==> config.mk <==
export PLATFORM = sky130hd
export DESIGN_NAME = ntt_input_sequencer
export DESIGN_NICKNAME = d
export VERILOG_FILES = /design/src/rtl/ntt_pkg.sv /design/src/rtl/ntt_coef_buffer.sv /design/src/rtl/ntt_input_sequencer.sv
export SDC_FILE = /design/constraint.sdc
export NUM_CORES = 1
export LEC_CHECK = 0
export ABC_CLOCK_PERIOD_IN_PS = 77500
export BUFFER_PORTS_ARGS = -buffer_cell sky130_fd_sc_hd__buf_4
export CORE_MARGIN = 8
export CORE_UTILIZATION = 58
export CTS_CLUSTER_DIAMETER = 200
export DETAILED_ROUTE_END_ITERATION = 8
export GPL_ROUTABILITY_DRIVEN = 0
export PLACE_DENSITY = 0.76
export SLEW_MARGIN = 25
export SYNTH_ARGS = -nofsm -noshare
export SYNTH_HDL_FRONTEND = slang
export SYNTH_SLANG_ARGS = --single-unit
==> constraint.sdc <==
create_clock -name clk -period 77.5 [get_ports clk]
set_clock_uncertainty 0.2 [all_clocks]
set_input_delay 15.5 -clock clk [delete_from_list [all_inputs] [get_ports clk]]
set_output_delay 15.5 -clock clk [all_outputs]
set_load 0.1 [all_outputs]
==> src/rtl/ntt_pkg.sv <==
// Shared definitions for the NTT input sequencer: default sizes, FSM states
// and a compile-time log2 helper.
package ntt_pkg;

    localparam int NTT_N      = 16;
    localparam int NTT_WIDTH  = 32;
    localparam int NTT_Q      = 7681;
    localparam int NTT_DRAIN  = 1;

    typedef enum logic [1:0] {
        FILL   = 2'd0,
        LOAD   = 2'd1,
        STREAM = 2'd2,
        DRAIN  = 2'd3
    } state_t;

    function automatic int ntt_log2(input int v);
        int r;
        r = 0;
        for (int k = 0; k < 31; k++) begin
            if ((32'sd1 <<< k) < v) begin
                r = k + 1;
            end else begin
                r = r;
            end
        end
        return r;
    endfunction

endpackage

==> src/rtl/ntt_coef_buffer.sv <==
// N-entry coefficient store: written in arrival order with mod-Q reduction,
// read combinationally at an arbitrary index.
module ntt_coef_buffer
    import ntt_pkg::*;
#(
    parameter int N     = NTT_N,
    parameter int WIDTH = NTT_WIDTH,
    parameter int Q     = NTT_Q,
    parameter int AW    = ntt_log2(NTT_N)
) (
    input  logic             clk,
    input  logic             rst,
    input  logic             wr_en,
    input  logic [AW-1:0]    wr_addr,
    input  logic [WIDTH-1:0] wr_data,
    input  logic [AW-1:0]    rd_addr,
    output logic [WIDTH-1:0] rd_data
);

    logic [WIDTH-1:0] mem_q [N];

    // Capture reduced coefficients; reset clears any partial run.
    always_ff @(posedge clk) begin
        if (rst) begin
            for (int k = 0; k < N; k++) begin
                mem_q[k] <= {WIDTH{1'b0}};
            end
        end else if (wr_en) begin
            mem_q[wr_addr] <= wr_data % WIDTH'(Q);
        end
    end

    assign rd_data = mem_q[rd_addr];

endmodule

==> src/rtl/ntt_input_sequencer.sv <==
// Front end of the 16-PE NTT array: buffers N coefficients, programs each PE
// with its output index, then streams (j, a_j) pairs and flags completion.
module ntt_input_sequencer
    import ntt_pkg::*;
#(
    parameter int N            = NTT_N,
    parameter int WIDTH        = NTT_WIDTH,
    parameter int Q            = NTT_Q,
    parameter int DRAIN_CYCLES = NTT_DRAIN
) (
    input  logic             clk,
    input  logic             rst,
    input  logic             in_valid,
    output logic             in_ready,
    input  logic [WIDTH-1:0] in_data,
    output logic             array_rst,
    output logic [WIDTH-1:0] reg_en_index,
    output logic [WIDTH-1:0] reg_value,
    output logic [WIDTH-1:0] lane0,
    output logic [WIDTH-1:0] lane1,
    output logic             busy,
    output logic             done
);

    localparam int AW = ntt_log2(N);
    localparam int CW = AW + 1;

    state_t           state_q, state_d;
    logic [CW-1:0]    cnt_q, cnt_d;
    logic             accept_s;
    logic [WIDTH-1:0] rd_data_s;

    logic             in_ready_q, in_ready_d;
    logic             array_rst_q, array_rst_d;
    logic [WIDTH-1:0] reg_en_q, reg_en_d;
    logic [WIDTH-1:0] reg_val_q, reg_val_d;
    logic [WIDTH-1:0] lane0_q, lane0_d;
    logic [WIDTH-1:0] lane1_q, lane1_d;
    logic             busy_q, busy_d;
    logic             done_q, done_d;

    assign accept_s = in_valid && in_ready_q && (state_q == FILL);

    ntt_coef_buffer #(.N(N), .WIDTH(WIDTH), .Q(Q), .AW(AW)) u_buf (
        .clk     (clk),
        .rst     (rst),
        .wr_en   (accept_s),
        .wr_addr (cnt_q[AW-1:0]),
        .wr_data (in_data),
        .rd_addr (cnt_q[AW-1:0]),
        .rd_data (rd_data_s)
    );

    // State and phase counter.
    always_ff @(posedge clk) begin
        if (rst) begin
            state_q <= FILL;
            cnt_q   <= {CW{1'b0}};
        end else begin
            state_q <= state_d;
            cnt_q   <= cnt_d;
        end
    end

    // Next state: one shared counter walks each phase.
    always_comb begin
        state_d = state_q;
        cnt_d   = cnt_q;
        case (state_q)
            FILL: begin
                if (accept_s && (cnt_q == CW'(N - 1))) begin
                    state_d = LOAD;
                    cnt_d   = {CW{1'b0}};
                end else if (accept_s) begin
                    cnt_d = cnt_q + CW'(1);
                end else begin
                    cnt_d = cnt_q;
                end
            end
            LOAD: begin
                if (cnt_q == CW'(N - 1)) begin
                    state_d = STREAM;
                    cnt_d   = {CW{1'b0}};
                end else begin
                    cnt_d = cnt_q + CW'(1);
                end
            end
            STREAM: begin
                if (cnt_q == CW'(N - 1)) begin
                    state_d = DRAIN;
                    cnt_d   = {CW{1'b0}};
                end else begin
                    cnt_d = cnt_q + CW'(1);
                end
            end
            DRAIN: begin
                // The extra count past DRAIN_CYCLES is the cycle that raises done.
                if (cnt_q == CW'(DRAIN_CYCLES)) begin
                    state_d = FILL;
                    cnt_d   = {CW{1'b0}};
                end else begin
                    cnt_d = cnt_q + CW'(1);
                end
            end
            default: begin
                state_d = FILL;
                cnt_d   = {CW{1'b0}};
            end
        endcase
    end

    // Output decode, registered one edge behind the state it reflects.
    always_comb begin
        in_ready_d  = (state_d == FILL);
        array_rst_d = 1'b0;
        reg_en_d    = {WIDTH{1'b0}};
        reg_val_d   = {WIDTH{1'b0}};
        lane0_d     = {WIDTH{1'b0}};
        lane1_d     = {WIDTH{1'b0}};
        busy_d      = 1'b0;
        done_d      = 1'b0;
        case (state_q)
            LOAD: begin
                array_rst_d = 1'b1;
                reg_en_d    = WIDTH'(cnt_q) + WIDTH'(1);
                reg_val_d   = WIDTH'(cnt_q);
                busy_d      = 1'b1;
            end
            STREAM: begin
                lane0_d = WIDTH'(cnt_q);
                lane1_d = rd_data_s;
                busy_d  = 1'b1;
            end
            DRAIN: begin
                if (cnt_q == CW'(DRAIN_CYCLES)) begin
                    done_d = 1'b1;
                end else begin
                    busy_d = 1'b1;
                end
            end
            default: begin
                busy_d = 1'b0;
            end
        endcase
    end

    // Output registers.
    always_ff @(posedge clk) begin
        if (rst) begin
            in_ready_q  <= 1'b1;
            array_rst_q <= 1'b0;
            reg_en_q    <= {WIDTH{1'b0}};
            reg_val_q   <= {WIDTH{1'b0}};
            lane0_q     <= {WIDTH{1'b0}};
            lane1_q     <= {WIDTH{1'b0}};
            busy_q      <= 1'b0;
            done_q      <= 1'b0;
        end else begin
            in_ready_q  <= in_ready_d;
            array_rst_q <= array_rst_d;
            reg_en_q    <= reg_en_d;
            reg_val_q   <= reg_val_d;
            lane0_q     <= lane0_d;
            lane1_q     <= lane1_d;
            busy_q      <= busy_d;
            done_q      <= done_d;
        end
    end

    assign in_ready     = in_ready_q;
    assign array_rst    = array_rst_q;
    assign reg_en_index = reg_en_q;
    assign reg_value    = reg_val_q;
    assign lane0        = lane0_q;
    assign lane1        = lane1_q;
    assign busy         = busy_q;
    assign done         = done_q;

endmodule

* Word level (Yosys, flattened, before mapping)
Memory sizes are Yosys's and may differ from the RTL's. A register that Yosys moved wholly into a read port is not among the register bits.
Cells that the tools add are included.
** Word-level totals
- Bits in registers :: 107
- Bits in writable memories :: 512
- Input port bits :: 35
- Output and inout port bits :: 132
- Logic and storage cells :: 56
- Memories :: 1
** Operators by class
- Add/subtract/negate cells :: 2
- Div/mod/pow operators :: 1
- Equal/unequal tests :: 6
- Muxes and demuxes :: 22
- Bitwise gates (word level) :: 3
- Reductions and logical operators :: 10
** Memories
- u_buf.mem_q :: words 16, bits a word 32, rd ports 1, clocked after Yosys merged registers in 1, wr ports 16, line ntt_coef_buffer.sv:20 : logic [WIDTH-1:0] mem_q [N];
** Operators with widths (count)
- modulo 32 x 13 -> 32 bit (second input constant) :: 1
- two-way mux 32 bit :: 1
- OR reduction 32 bit :: 1
- two-way mux 5 bit :: 4
- case mux 5 bit (3 select lines) :: 1
- two-way mux 1 bit :: 9
- two-way mux 2 bit :: 4
- case mux 2 bit (4 select lines) :: 1
- OR reduction 2 bit :: 4
- adder 5 x 1 -> 6 bit (second input constant) :: 1
- adder 5 x 1 -> 5 bit (second input constant) :: 1
- equality test 5 x 1 -> 1 bit (second input constant) :: 1
- equality test 5 x 4 -> 1 bit (second input constant) :: 1
- equality test 2 bit (second input constant) :: 2
- logical NOT 2 bit :: 2
- two-way mux 4 bit :: 1
- logical AND 1 bit :: 3
- inequality test 3 x 2 -> 1 bit (second input constant) :: 1
- inverter 1 bit :: 3
- equality test 2 x 1 -> 1 bit (second input constant) :: 1
- case mux 1 bit (2 select lines) :: 1

* Longest topological paths before layout
- Word-level depth :: 7
- Depth in mapped cells :: 83

* Hierarchy
A second synthesis with hierarchy kept.
** Second synthesis, totals
- Cell total of the unflattened synthesis :: 3151
- Area, all modules :: 34421.8 um2
** Modules (own cells, without submodules)
- ntt_coef_buffer :: times used 1, cells each 2887, area an instance 31855.6 um2, seq. area each 15374.7 um2
- ntt_input_sequencer :: times used 1, cells each 264, area an instance 2566.2 um2, seq. area each 1181.1 um2

* Worst setup path before layout
No wires, ideal clock.
- Kind :: input port to flip-flop
- Start point :: input in_data[29]
- End point :: memory u_buf.mem_q[10][0] (netlist bit), data pin
- Setup time :: 0.266 ns
- Arrival :: 35.068 ns
- Data required time :: 77.034 ns
- Path slack :: 41.966 ns
- Stages on the path :: 73
- Buffers on the path :: 8
- Cells stage by stage :: clkbuf_1 and4_1 buf_2 nand2_1 or4_1 xor2_1 or4b_1 or2_1 buf_2 a2111o_1 a22o_1 a2111oi_4 o221ai_2 nor3_4 nand3_2 a211oi_1 o21a_2 a311oi_2 [... 37 more ...] a211o_1 nor3b_1 nor2_1 inv_1 ha_1 nor3_1 nand2_1 or4_1 o21ai_1 nand2_1 xnor2_1 ha_1 o2111ai_1 nor4b_4 nor2_1 xnor2_1 clkbuf_1 nor2_1
** RTL lines
- start: declaration :: line ntt_input_sequencer.sv:15 : input logic [WIDTH-1:0] in_data,
- end: declaration :: line ntt_coef_buffer.sv:20

==> impl_metrics.json <==
{
  "grt.overflow.total": 0,
  "num_vias": 26933,
  "cts_tree": "yes",
  "final_hold_viol_count": 0,
  "cts_resized": 0,
  "cts.sinks": 571,
  "synth-warning-count": 0,
  "start_kind": "input pin",
  "synth_top_cells_by_count": "nor2_1 (677), edfxtp_1 (512), mux4_2 (160)",
  "cp-end-kind": "register",
  "totalWireLength_mm": 97.74,
  "num-fill-cells": 4303,
  "grt_setup_unrepaired": "no",
  "max_stage_delay_ns": 0.89,
  "start_util_pct": 58.70,
  "io_buffers": 86,
  "synth_cells": 3117,
  "period_share_pct": 51.65,
  "drive_gt1_share_pct": 16.11,
  "antenna_found_initial": 2,
  "synth_cell_types": 119,
  "synth_most_common_cell": "nor2_1",
  "grt_pass1_wl_mm": 150.0,
  "clock_path_buffers": 3,
  "grt_max_degree": 119,
  "worstPathArrival_ns": 40.13,
  "die_h_um": 257.7,
  "ant_nets": 0,
  "yosys.area.top_type_share_pct": 45.40,
  "dieArea_um2": 66380,
  "synthTopCellsByArea": "edfxtp_1 (45%), mux4_2 (11%), nor2_1 (7.5%)",
  "h-tree-depth": 2,
  "drv_cap": 0,
  "synth-seq-cells": 571,
  "slew_violations": 0,
  "clk_pin_slew_ns": 0.07,
  "cts-root-buf": "clkbuf_16",
  "cp_slowest_cell": "a2111oi_2",
  "hold_buffers": 0,
  "crit_required_ns": 77.60,
  "crit_type": "input pin to register",
  "synth_ff_type": "edfxtp_1",
  "fin_setup_tns_ns": 0,
  "cts_inserted_buffers": 53,
  "critPathMaxFanout": 96,
  "synth_area_um2": 33870,
  "core_area_um2": 57700,
  "period_minus_slack_ns": 40.03,
  "hp-class": "register to register",
  "worst_pin_slew_ns": 1.035,
  "wire_per_inst_um": 24.94,
  "dr.pass1.iters": 9,
  "dieWidth_um": 257.7,
  "hpwl_mm": 58.48,
  "first_global_vias": 25983,
  "synthArstFlopShare_pct": 0,
  "setup_viol": 0,
  "drt-initial-drc-count": 3826,
  "postCtsSetupBuffers": 0,
  "io_pins": 167,
  "synth-seq-area-share_pct": 48.88,
  "area_delta_synth_final_pct": 8.548,
  "row_count": 88,
  "status": "finished clean",
  "via_per_inst": 6.872,
  "nets": 3158,
  "yosysTopAreaCell": "edfxtp_1",
  "achievable-frequency_mhz": 24.98,
  "track_usage_pct": 28.24,
  "slew_headroom_pct": 31.01,
  "drc": 0,
  "synth_edf_count": 512,
  "avgSynthCellArea_um2": 10.87,
  "clk_latency_ns": 0.60
}
-- placed cells by master (no fill, tap or decap), types with 27 or more instances in the layout --
cell / netlist / final
nand3_1: 58 / 58
xnor2_1: 67 / 61
inv_1: 50 / 50
clkbuf_16: 0 / 57
dfxtp_1: 59 / 55
mux4_2: 160 / 160
a21oi_1: 84 / 83
xor2_1: 27 / 27
o21a_1: 27 / 27
and2_1: 79 / 79
edfxtp_1: 512 / 512
o21ai_0: 72 / 72
o211ai_1: 28 / 28
a31oi_1: 33 / 32
nand4_1: 34 / 34
nor4_1: 36 / 35
a211oi_1: 30 / 30
nor3_1: 92 / 92
nand2_1: 142 / 142
conb_1: 1 / 80
nor2_1: 677 / 676
buf_4: 83 / 134
-- worst paths after layout --
path | startpoint | end | slack, ns | cells past startpoint
setup / recovery | in_data[22] | u_buf.mem_q[10][26] | 37.47 | 66
setup reg to reg | cnt_q[1] | u_buf.mem_q[12][26] | 73.19 | 8
hold reg to reg | cnt_q[4] | cnt_q[4] | 0.34 | 2
hold / removal | cnt_q[4] | cnt_q[4] | 0.34 | 2
-- cell families after synthesis --
family | Yosys count | synth area share [%]
AND/OR/NAND/NOR | 1324 | 18.61
AO/OA/AOI/OAI | 582 | 12.91
flip-flops | 571 | 48.88
buffers and inverters | 329 | 4.688
multiplexers | 195 | 11.71
XOR/XNOR | 95 | 2.479
adder cells (fa/ha/maj) | 20 | 0.7019
other | 1 | 0.01107
-- per-layer routing --
layer / vias to the layer above / wire [um] / global-route usage, %
met5: - / 0 / 0
met4: 0 / 4107 / 10.59
met3: 335 / 11060 / 4.613
met2: 1939 / 47240 / 47.57
met1: 13050 / 35330 / 36.71
li1: 11609 / - / -
-- cell type report --
type / count / area, um2 / share of cell area (%)
Clock inverter: 23 / 225.2 / 0.6126
Tap cell: 765 / 957.2 / 2.604
Sequential cell: 571 / 16570 / 45.06
Multi-Input combinational cell: 2296 / 16170 / 43.98
Timing Repair Buffer: 136 / 1054 / 2.866
Antenna cell: 1 / 2.502 / 0.006807
Clock buffer: 77 / 1602 / 4.356
Inverter: 50 / 187.7 / 0.5105
-- stage by stage --
step                      hold WS (ns)  instances  utilization (%)  setup WS, ns  area (um2)
after detailed placement        0.3367       3816            60.47         37.27       34890
after CTS                       0.3429       3916            63.63         37.79       36710
final                           0.3435       3919            63.72         37.47       36760
after global routing            0.3788       3918            63.72         35.61       36760
after floorplan                 0.2921       3196                -         41.97       34170
after global placement          0.3065       3816            60.36         38.26       34830
-- registers in the layout, indices dropped and copies added (netlist names), 2 cells and up --
name,cells
lane1,32
u_buf.mem_q,512
reg_en_index,6
cnt_q,5
reg_value,5
state_q,2
lane0,5
-- critical path, delay by kind of cell --
family | cells | cell delay, ns
and+or+nand+nor | 27 | 8.91
muxes | 2 | 1.05
adders and majority gates | 3 | 0.91
xor gates and xnor gates | 6 | 2.65
AOI/OAI and AO/OA | 25 | 9.74
buffers and inverters | 3 | 1.28
Power is left out: the tool's default activity adds up to more than one toggle a clock period on the data nets, which glitch-free logic cannot reach.
